<file path="config.mk">
export PLATFORM = sky130hd
export DESIGN_NAME = ex_muldiv_unit
export DESIGN_NICKNAME = d
export VERILOG_FILES = /design/src/rtl/ex_muldiv_unit.sv
export SDC_FILE = /design/constraint.sdc
export NUM_CORES = 1
export LEC_CHECK = 0
export CAP_MARGIN = 20
export CORE_ASPECT_RATIO = 1.25
export CORE_UTILIZATION = 35
export CTS_BUF_LIST = sky130_fd_sc_hd__clkbuf_2
export CTS_CLUSTER_DIAMETER = 30
export DETAILED_ROUTE_END_ITERATION = 10
export HOLD_SLACK_MARGIN = 0.08
export PLACE_DENSITY = 0.54
export RECOVER_POWER = 100
export SYNTH_ARGS = -nofsm -noshare
export SYNTH_HDL_FRONTEND = slang
export SYNTH_SLANG_ARGS = --single-unit
export TNS_END_PERCENT = 1
</file>
<file path="constraint.sdc">
create_clock -name clk -period 7.8 [get_ports clk]
set_input_delay 1.56 -clock clk [delete_from_list [all_inputs] [get_ports clk]]
set_output_delay 1.56 -clock clk [all_outputs]
set_load 0.05 [all_outputs]
</file>
<file path="src/rtl/ex_muldiv_unit.sv">
// rtl/ex_muldiv_unit.sv - iterative multiply/divide unit with HI/LO registers
//
// Executes MULT/MULTU/DIV/DIVU over several cycles beside the EX-stage ALU,
// holds the pipeline with stallreq while working, and services MTHI/MTLO.
//
// Ports:
//   clk, rst        clock, asynchronous active-high reset
//   op_valid, op    EX instruction valid and its muldiv opcode
//   src1, src2      rs / rt operands
//   ex_hold         later-stage stall keeping the instruction in EX
//   flush           synchronous cancel of the EX instruction
//   stallreq        combinational hold request for IF/ID/EX
//   busy            unit is not idle
//   hi, lo          HI/LO architectural registers
module ex_muldiv_unit #(
  parameter int WIDTH    = 32,
  parameter int MUL_FAST = 0
) (
  input  logic             clk,
  input  logic             rst,
  input  logic             op_valid,
  input  logic [2:0]       op,
  input  logic [WIDTH-1:0] src1,
  input  logic [WIDTH-1:0] src2,
  input  logic             ex_hold,
  input  logic             flush,
  output logic             stallreq,
  output logic             busy,
  output logic [WIDTH-1:0] hi,
  output logic [WIDTH-1:0] lo
);

  localparam int CW = $clog2(WIDTH + 1);

  localparam logic [1:0] S_IDLE = 2'd0;
  localparam logic [1:0] S_BUSY = 2'd1;
  localparam logic [1:0] S_DONE = 2'd2;

  localparam logic [2:0] OP_MULT  = 3'b001;
  localparam logic [2:0] OP_MULTU = 3'b010;
  localparam logic [2:0] OP_DIV   = 3'b011;
  localparam logic [2:0] OP_DIVU  = 3'b100;
  localparam logic [2:0] OP_MTHI  = 3'b101;
  localparam logic [2:0] OP_MTLO  = 3'b110;

  logic [1:0]         state_q, state_d;
  logic [CW-1:0]      cnt_q, cnt_d;
  logic [2:0]         op_q, op_d;
  logic [WIDTH-1:0]   s1_q, s1_d;    // raw operands, kept for signs and div-by-zero
  logic [WIDTH-1:0]   s2_q, s2_d;
  logic [WIDTH-1:0]   opb_q, opb_d;  // |src2|: multiplicand or divisor
  logic [2*WIDTH-1:0] acc_q, acc_d;  // mul: {partial, multiplier}; div: {remainder, dividend/quotient}
  logic [WIDTH-1:0]   hi_q, hi_d;
  logic [WIDTH-1:0]   lo_q, lo_d;

  // Decode of the incoming instruction
  logic             in_long, in_signed, in_mul;
  logic [WIDTH-1:0] mag1_in, mag2_in;

  assign in_long   = (op == OP_MULT) || (op == OP_MULTU) || (op == OP_DIV) || (op == OP_DIVU);
  assign in_signed = (op == OP_MULT) || (op == OP_DIV);
  assign in_mul    = (op == OP_MULT) || (op == OP_MULTU);
  assign mag1_in   = (in_signed && src1[WIDTH-1]) ? -src1 : src1;
  assign mag2_in   = (in_signed && src2[WIDTH-1]) ? -src2 : src2;

  // Decode of the latched instruction
  logic q_signed, q_mul, neg_prod, neg_rem;

  assign q_signed = (op_q == OP_MULT) || (op_q == OP_DIV);
  assign q_mul    = (op_q == OP_MULT) || (op_q == OP_MULTU);
  assign neg_prod = q_signed && (s1_q[WIDTH-1] ^ s2_q[WIDTH-1]);
  assign neg_rem  = q_signed && s1_q[WIDTH-1];

  // One iteration of the datapath
  logic [WIDTH:0]     mul_sum, div_trial, div_diff;
  logic [2*WIDTH-1:0] fast_prod, acc_step;

  always_comb begin
    mul_sum   = {1'b0, acc_q[2*WIDTH-1:WIDTH]} + {1'b0, (acc_q[0] ? opb_q : {WIDTH{1'b0}})};
    div_trial = {acc_q[2*WIDTH-1:WIDTH], acc_q[WIDTH-1]};
    div_diff  = div_trial - {1'b0, opb_q};
    fast_prod = {{WIDTH{1'b0}}, opb_q} * {{WIDTH{1'b0}}, acc_q[WIDTH-1:0]};
    if (q_mul) begin
      if (MUL_FAST != 0) acc_step = fast_prod;
      else               acc_step = {mul_sum, acc_q[WIDTH-1:1]};
    end else if (div_diff[WIDTH]) begin
      // Borrow: trial subtraction failed, keep the shifted remainder
      acc_step = {div_trial[WIDTH-1:0], acc_q[WIDTH-2:0], 1'b0};
    end else begin
      acc_step = {div_diff[WIDTH-1:0], acc_q[WIDTH-2:0], 1'b1};
    end
  end

  // Signed fix-up of the final iteration; MIN/-1 falls out naturally as MIN rem 0
  logic [2*WIDTH-1:0] prod_res;
  logic [WIDTH-1:0]   quo_res, rem_res;

  always_comb begin
    prod_res = neg_prod ? -acc_step : acc_step;
    quo_res  = neg_prod ? -acc_step[WIDTH-1:0] : acc_step[WIDTH-1:0];
    rem_res  = neg_rem ? -acc_step[2*WIDTH-1:WIDTH] : acc_step[2*WIDTH-1:WIDTH];
    if (!q_mul && (s2_q == {WIDTH{1'b0}})) begin
      quo_res = {WIDTH{1'b1}};
      rem_res = s1_q;
    end
  end

  always_comb begin
    state_d = state_q;
    cnt_d   = cnt_q;
    op_d    = op_q;
    s1_d    = s1_q;
    s2_d    = s2_q;
    opb_d   = opb_q;
    acc_d   = acc_q;
    hi_d    = hi_q;
    lo_d    = lo_q;
    if (flush) begin
      state_d = S_IDLE;
    end else begin
      case (state_q)
        S_IDLE: begin
          if (op_valid && in_long) begin
            state_d = S_BUSY;
            op_d    = op;
            s1_d    = src1;
            s2_d    = src2;
            opb_d   = mag2_in;
            acc_d   = {{WIDTH{1'b0}}, mag1_in};
            cnt_d   = (MUL_FAST != 0 && in_mul) ? CW'(1) : CW'(WIDTH);
          end else if (op_valid && op == OP_MTHI) begin
            hi_d = src1;
          end else if (op_valid && op == OP_MTLO) begin
            lo_d = src1;
          end
        end
        S_BUSY: begin
          acc_d = acc_step;
          cnt_d = cnt_q - CW'(1);
          if (cnt_q == CW'(1)) begin
            state_d = S_DONE;
            if (q_mul) begin
              hi_d = prod_res[2*WIDTH-1:WIDTH];
              lo_d = prod_res[WIDTH-1:0];
            end else begin
              hi_d = rem_res;
              lo_d = quo_res;
            end
          end
        end
        S_DONE: begin
          // Incoming op is ignored here so the finished instruction is never re-issued
          if (!ex_hold) state_d = S_IDLE;
        end
        default: state_d = S_IDLE;
      endcase
    end
  end

  always_ff @(posedge clk or posedge rst) begin
    if (rst) begin
      state_q <= S_IDLE;
      cnt_q   <= '0;
      op_q    <= '0;
      s1_q    <= '0;
      s2_q    <= '0;
      opb_q   <= '0;
      acc_q   <= '0;
      hi_q    <= '0;
      lo_q    <= '0;
    end else begin
      state_q <= state_d;
      cnt_q   <= cnt_d;
      op_q    <= op_d;
      s1_q    <= s1_d;
      s2_q    <= s2_d;
      opb_q   <= opb_d;
      acc_q   <= acc_d;
      hi_q    <= hi_d;
      lo_q    <= lo_d;
    end
  end

  assign stallreq = !rst && !flush &&
                    (((state_q == S_IDLE) && op_valid && in_long) || (state_q == S_BUSY));
  assign busy     = (state_q != S_IDLE);
  assign hi       = hi_q;
  assign lo       = lo_q;

endmodule

</file>
======== After elaboration in Yosys (flattened, before gate mapping) ========
Cells that the tools add are included.
storage, ports and cells
  register bits after elaboration ......... 235
  bits of input ports ..................... 72
operators by class
  eq/ne operators ......................... 21
  muxes and demuxes ....................... 30
  add/subtract/negate cells ............... 8
  reductions and logical operators ........ 31
  bitwise gates (word level) .............. 2
operator list
  kind                 number
  $mux 32              16
  $mux 64              4
  $neg 32->32          4
  $pmux 32 s2          2
  $pmux 64 s2          1
  $neg 64->64          1
  $add 32x32->33       1
  $sub 33x32->33       1
  $logic_not 32->1     1
  $eq 3x2->1 const B   4
  $logic_and 1x1->1    12
  $ne 2x2->1 const B   6
  $pmux 6 s2           1
  $eq 3x3->1 const B   3
  $ne 3x3->1 const B   3
  $reduce_and 3->1     3
  $mux 2               4
  $logic_or 1x1->1     7
  $eq 3x1->1 const B   2
  $eq 6x1->1 const B   1
  $mux 6               1
  $pmux 2 s3           1
  $reduce_and 6->1     1
  $sub 6x1->6 const B  1
  other kinds (8)      11

======== Logic depth before layout (Yosys ltp) ========
  depth after elaboration ................. 9
  gate-level depth with buffers ........... 24
  gate-level depth less buffers ........... 23

======== Worst setup path before layout ========
No wires, ideal clock.
  path type ............................... input-to-output
  start point ............................. input port op[0]
  end point ............................... output port stallreq
  buffers on the path ..................... 2
  stages .................................. 7
  required time ........................... 6.240 ns
  setup slack ............................. 3.149 ns
  arrival time ............................ 3.091 ns
  cells stage by stage .................... nor2_1 xnor2_1 a21oi_1 nand2b_1 clkbuf_1 clkbuf_1 nor2_1
between the ends
  word-level cells in the longest chain between the ends .. 7
  elaborated cells on any way between the ends .. 10
  classes of those cells .................. 4 x eq/ne; 6 x reduce/logical
RTL lines
  what                                             line  RTL
  start: declaration                               22    input logic [2:0] op,
  $eq 3x1->1 / $eq 3x2->1 (equally long branches)  -
  $logic_or 1x1->1                                 -
  $logic_or 1x1->1                                 60    assign in_long = (op == OP_MULT) || (op == OP_MULTU) || (op == OP_DIV) || (op == OP_DIVU);
  $logic_or 1x1->1 *                               60
  $logic_and 1x1->1 *                              185   (((state_q == S_IDLE) && op_valid && in_long) || (state_q == S_BUSY));
  $logic_or 1x1->1 *                               185
  $logic_and 1x1->1 *                              184   assign stallreq = !rst && !flush &&
  end: declaration                                 27    output logic stallreq,
Mark *: on every way between the ends. The rest lies on a longest branch, timed or not.

======== Worst setup path after layout ========
  start point ............................. register acc_q[31]
  end point ............................... register hi_q[23] (netlist: hi[23])
between the ends
  word-level cells in the longest chain between the ends .. 9
  elaborated cells on any way between the ends .. 11
  classes of those cells .................. 3 x add/sub; 8 x mux
RTL lines
  what                      line  RTL
  start: declaration        52    logic [2*WIDTH-1:0] acc_q, acc_d;
  start signal: assignment  168   acc_q <= '0;
  start signal: assignment  178   acc_q <= acc_d;
  $sub 33x32->33            81    div_diff = div_trial - {1'b0, opb_q};
  $mux 64                   86    end else if (div_diff[WIDTH]) begin
  $mux 64 *                 83    if (q_mul) begin
  $neg 32->32               101   rem_res = neg_rem ? -acc_step[2*WIDTH-1:WIDTH] : acc_step[2*WIDTH-1:WIDTH];
  $mux 32                   101
  $mux 32                   102   if (!q_mul && (s2_q == {WIDTH{1'b0}})) begin
  $mux 32 *                 142   if (q_mul) begin
  $mux 32 *                 140   if (cnt_q == CW'(1)) begin
  $pmux 32 s2 *             121   case (state_q)
  end signal: assignment    179   hi_q <= hi_d;
  end: declaration          53    logic [WIDTH-1:0] hi_q, hi_d;
Mark *: on every way between the ends. The rest lies on a longest branch, timed or not. The select of a mux whose other input is x is not followed.
A chain may end at the register's enable or synchronous reset.

==> reports/qor.csv <==
metric,value,unit
outcome,"complete, but fails checks",
violations,"max-capacitance violations, max-slew violations",
layout_common_cells,"nand2_1, dfrtp_1, o21ai_0",
timing.critical_path.max_delay_family,simple AND/OR/NAND/NOR gates,
die-area,0.0545,sq mm
cts_made_buffers,77,
avgViaCountPerCell,5.86,
cts.reportedPaths.clkPinSlew,110,ps
report.final.hold_viol_count,0,
path_cells,inv_1 > ha_1 > inv_1 > fa_1 > a211oi_1 > o211ai_1 > nand3_1 > a211o_2 > nand3_1 > a2111oi_0 > a221oi_1 > nand2b_1 > nor3_1 > a31oi_1 > xor2_1 > a221oi_1 > a21oi_1,
timing.critical_path.slowest_cell_delay,1100,ps
worstHoldPathType,flip-flop to flip-flop,
worstSkewPairLatency,1100,ps
grtUsageTotal,0.279,
finalSetupViolations,0,
synthesis.yosys.warnings,0,
synthesis.area,0.0188,sq mm
drive_above_1_share,0.0759,
power_density_of_the_placed_cells,478,mW/mm^2
critical_path.n_buffers_inverters,2,
max_cap_viol_count,7,
net_count_after_synthesis,2556,
cts.sink_count,234,
setup.worst_path.start_class,flip-flop,
design.final.nets,2660,
wirelength,76.4,mm
slew_violations,441,
die_w,209,um
die_y,261,um
area_growth,13.4,%
global_route_wire_length_before_repair,116,mm
pin_count_of_the_biggest_net_entering_global_routing,160,
most_common_library_cell_in_the_layout_ignoring_fill_and_taps,nand2_1,
globalplace.congestion,0.930,
grt_setup_unrepaired,no,
synth_top_cell_by_area,dfrtp_1,
critical_path.slowest_cell,nor3_1,
worstMarginPinSlew,4480,ps
synth-main-ff-cell,dfrtp_1,
vdd_ir_max,0.167,mV
fmax,0.154,GHz
htree_num_levels,3,
cts_hold_buf,0,
postSynthAreaPerCell,7.78,sq um
initial_antenna_violation_count,2,
detailed_place_hpwl,57.1,mm
cell_row_count,94,
count_of_flip_flops_with_a_built_in_enable_after_synthesis,0,
final_min_period_over_clock_period,0.830,
nFillCells,5557,
post_cts_resized,0,
drt-pass1-iter-count,5,
synth_register_bits,234,
critPathCaptureType,flip-flop,
synth.lib_cells_used.distinct,105,
coreArea,0.0528,sq mm
grt_pass1_vias,18800,
final_routed_wire_length_divided_by_cell_count,23.6,um
cellLeakagePower,0.00913,uW
fin_skew,103,ps
synth_top_cell_area_share,0.312,
ys_top_cells_by_area,"dfrtp_1, nand2_1, o21ai_0",
post-route-min-period,6480,ps
syn-instance-count,2412,
port_buffers,137,
worst_ep_required_time,8710,ps
critical_path_peak_fanout,18,
synth_async_sr_flop_share,1.00,
vias,19000,
route.detailed.drc,0,
post-cts-setup-buffer-count,0,
dr_iter_0_viols,1268,
accumulated_negative_setup_slack,0,ps
finalHoldWorstSlack,476,ps
timing.setup.critical_path_class,flip-flop to flip-flop,
share_of_the_yosys_chip_area_belonging_to_registers,0.312,
worst-endpoint-arrival,7380,ps
globalRouteOverflowTotal,0,
route.antenna.remaining_nets,0,
floorplan.initialDensity,0.355,
boundaryPins,138,
maxSlewHeadroom,-1.98,
tritoncts,yes,
cts_buffer_depth,3,
cts.root.buffer_cell,clkbuf_2,
## flip-flops by register name, summed over array words and instances (netlist names)
register	flops
opb_q	31
hi	32
op_q	3
acc_q	64
lo	32
s2_q	32
state_q	2
cnt_q	6
s1_q	32
## logic make-up (layout without fill, tap and decap cells)
kind of cell,Yosys count,count (layout),synth area share
xor+xnor,188,188,0.0878
mux,36,36,0.0193
fa+ha+maj,72,72,0.0488
simple gates,935,935,0.235
compound gates,744,744,0.252
other cells,0,2,0
buf+inv,203,359,0.0442
flops,234,234,0.312
## final cells by class
type | instances | area [sq um] | share of cell area
Antenna cell | 2 | 5.00 | 0.000235
Clock buffer | 91 | 455 | 0.0214
Clock inverter | 40 | 249 | 0.0117
Inverter | 60 | 226 | 0.0106
Multi-Input combinational cell | 1975 | 12000 | 0.566
Sequential cell | 234 | 5860 | 0.275
Tap cell | 672 | 841 | 0.0395
Timing Repair Buffer | 168 | 1600 | 0.0754
## routing by layer
| metal | share of wire | global-route usage |
|---|---|---|
| met5 | 0 | 0 |
| met4 | 0.054 | 0.160 |
| met3 | 0.046 | 0.0330 |
| met2 | 0.50 | 0.498 |
| met1 | 0.40 | 0.323 |
## worst paths after layout
kind | startpoint | end | slack, ps | depth (start not counted)
max in group asynchronous | rst | lo[8]$_DFFE_PP0P_ | 2170 | 3
max | acc_q[31]$_DFFE_PP0P_ | hi[23]$_DFFE_PP0P_ | 1320 | 17
min in group asynchronous | rst | state_q[0]$_DFFE_PP0P_ | 980 | 2
min | lo[2]$_DFFE_PP0P_ | lo[2]$_DFFE_PP0P_ | 480 | 2
max reg2reg | acc_q[31]$_DFFE_PP0P_ | hi[23]$_DFFE_PP0P_ | 1320 | 17
min reg2reg | lo[2]$_DFFE_PP0P_ | lo[2]$_DFFE_PP0P_ | 480 | 2
## power breakdown
| group | internal [uW] | total [uW] | leakage [uW] | switching (uW) |
|---|---|---|---|---|
| Sequential | 1660 | 2080 | 0.00291 | 419 |
| Combinational | 2280 | 7020 | 0.00571 | 4730 |
| Clock | 432 | 1070 | 0.000507 | 636 |
| Total | 4370 | 10200 | 0.00913 | 5790 |
## worst reg2reg max path, stage by stage (launching register included)
cell       delay, ps
dfrtp_1          430
inv_1            110
ha_1             170
inv_1             50
fa_1             440
a211oi_1         370
o211ai_1         170
nand3_1          290
a211o_2          240
nand3_1          770
a2111oi_0        740
a221oi_1         170
nand2b_1         370
nor3_1          1110
a31oi_1          240
xor2_1           220
a221oi_1         310
a21oi_1          110
## per-stage QoR
stage,setup WS [ps],utilization,total power (uW),std cells,area [sq um]
floorplan,3150,-,6900,2412,18800
global placement,1990,0.392,9150,3107,20700
detailed placement,1960,0.392,9160,3108,20700
CTS,1950,0.405,10300,3239,21400
global route,998,0.403,10800,3241,21300
finish,1320,0.403,10200,3242,21300
## cell usage after synthesis (all sizes together), types with 21 or more instances
cell type,number
nand2,433
o21ai,236
dfrtp,234
a21oi,186
nor2,184
xnor2,118
clkbuf,109
ha,70
xor2,70
a31oi,60
inv,60
nor3,52
nand3,51
o22ai,47
and2,45
buf,34
mux2i,34
o31ai,29
nor4,28
a211oi,26
or3,26
nand4,24
a21o,21
Note: power is estimated with default switching activity, not from simulation.
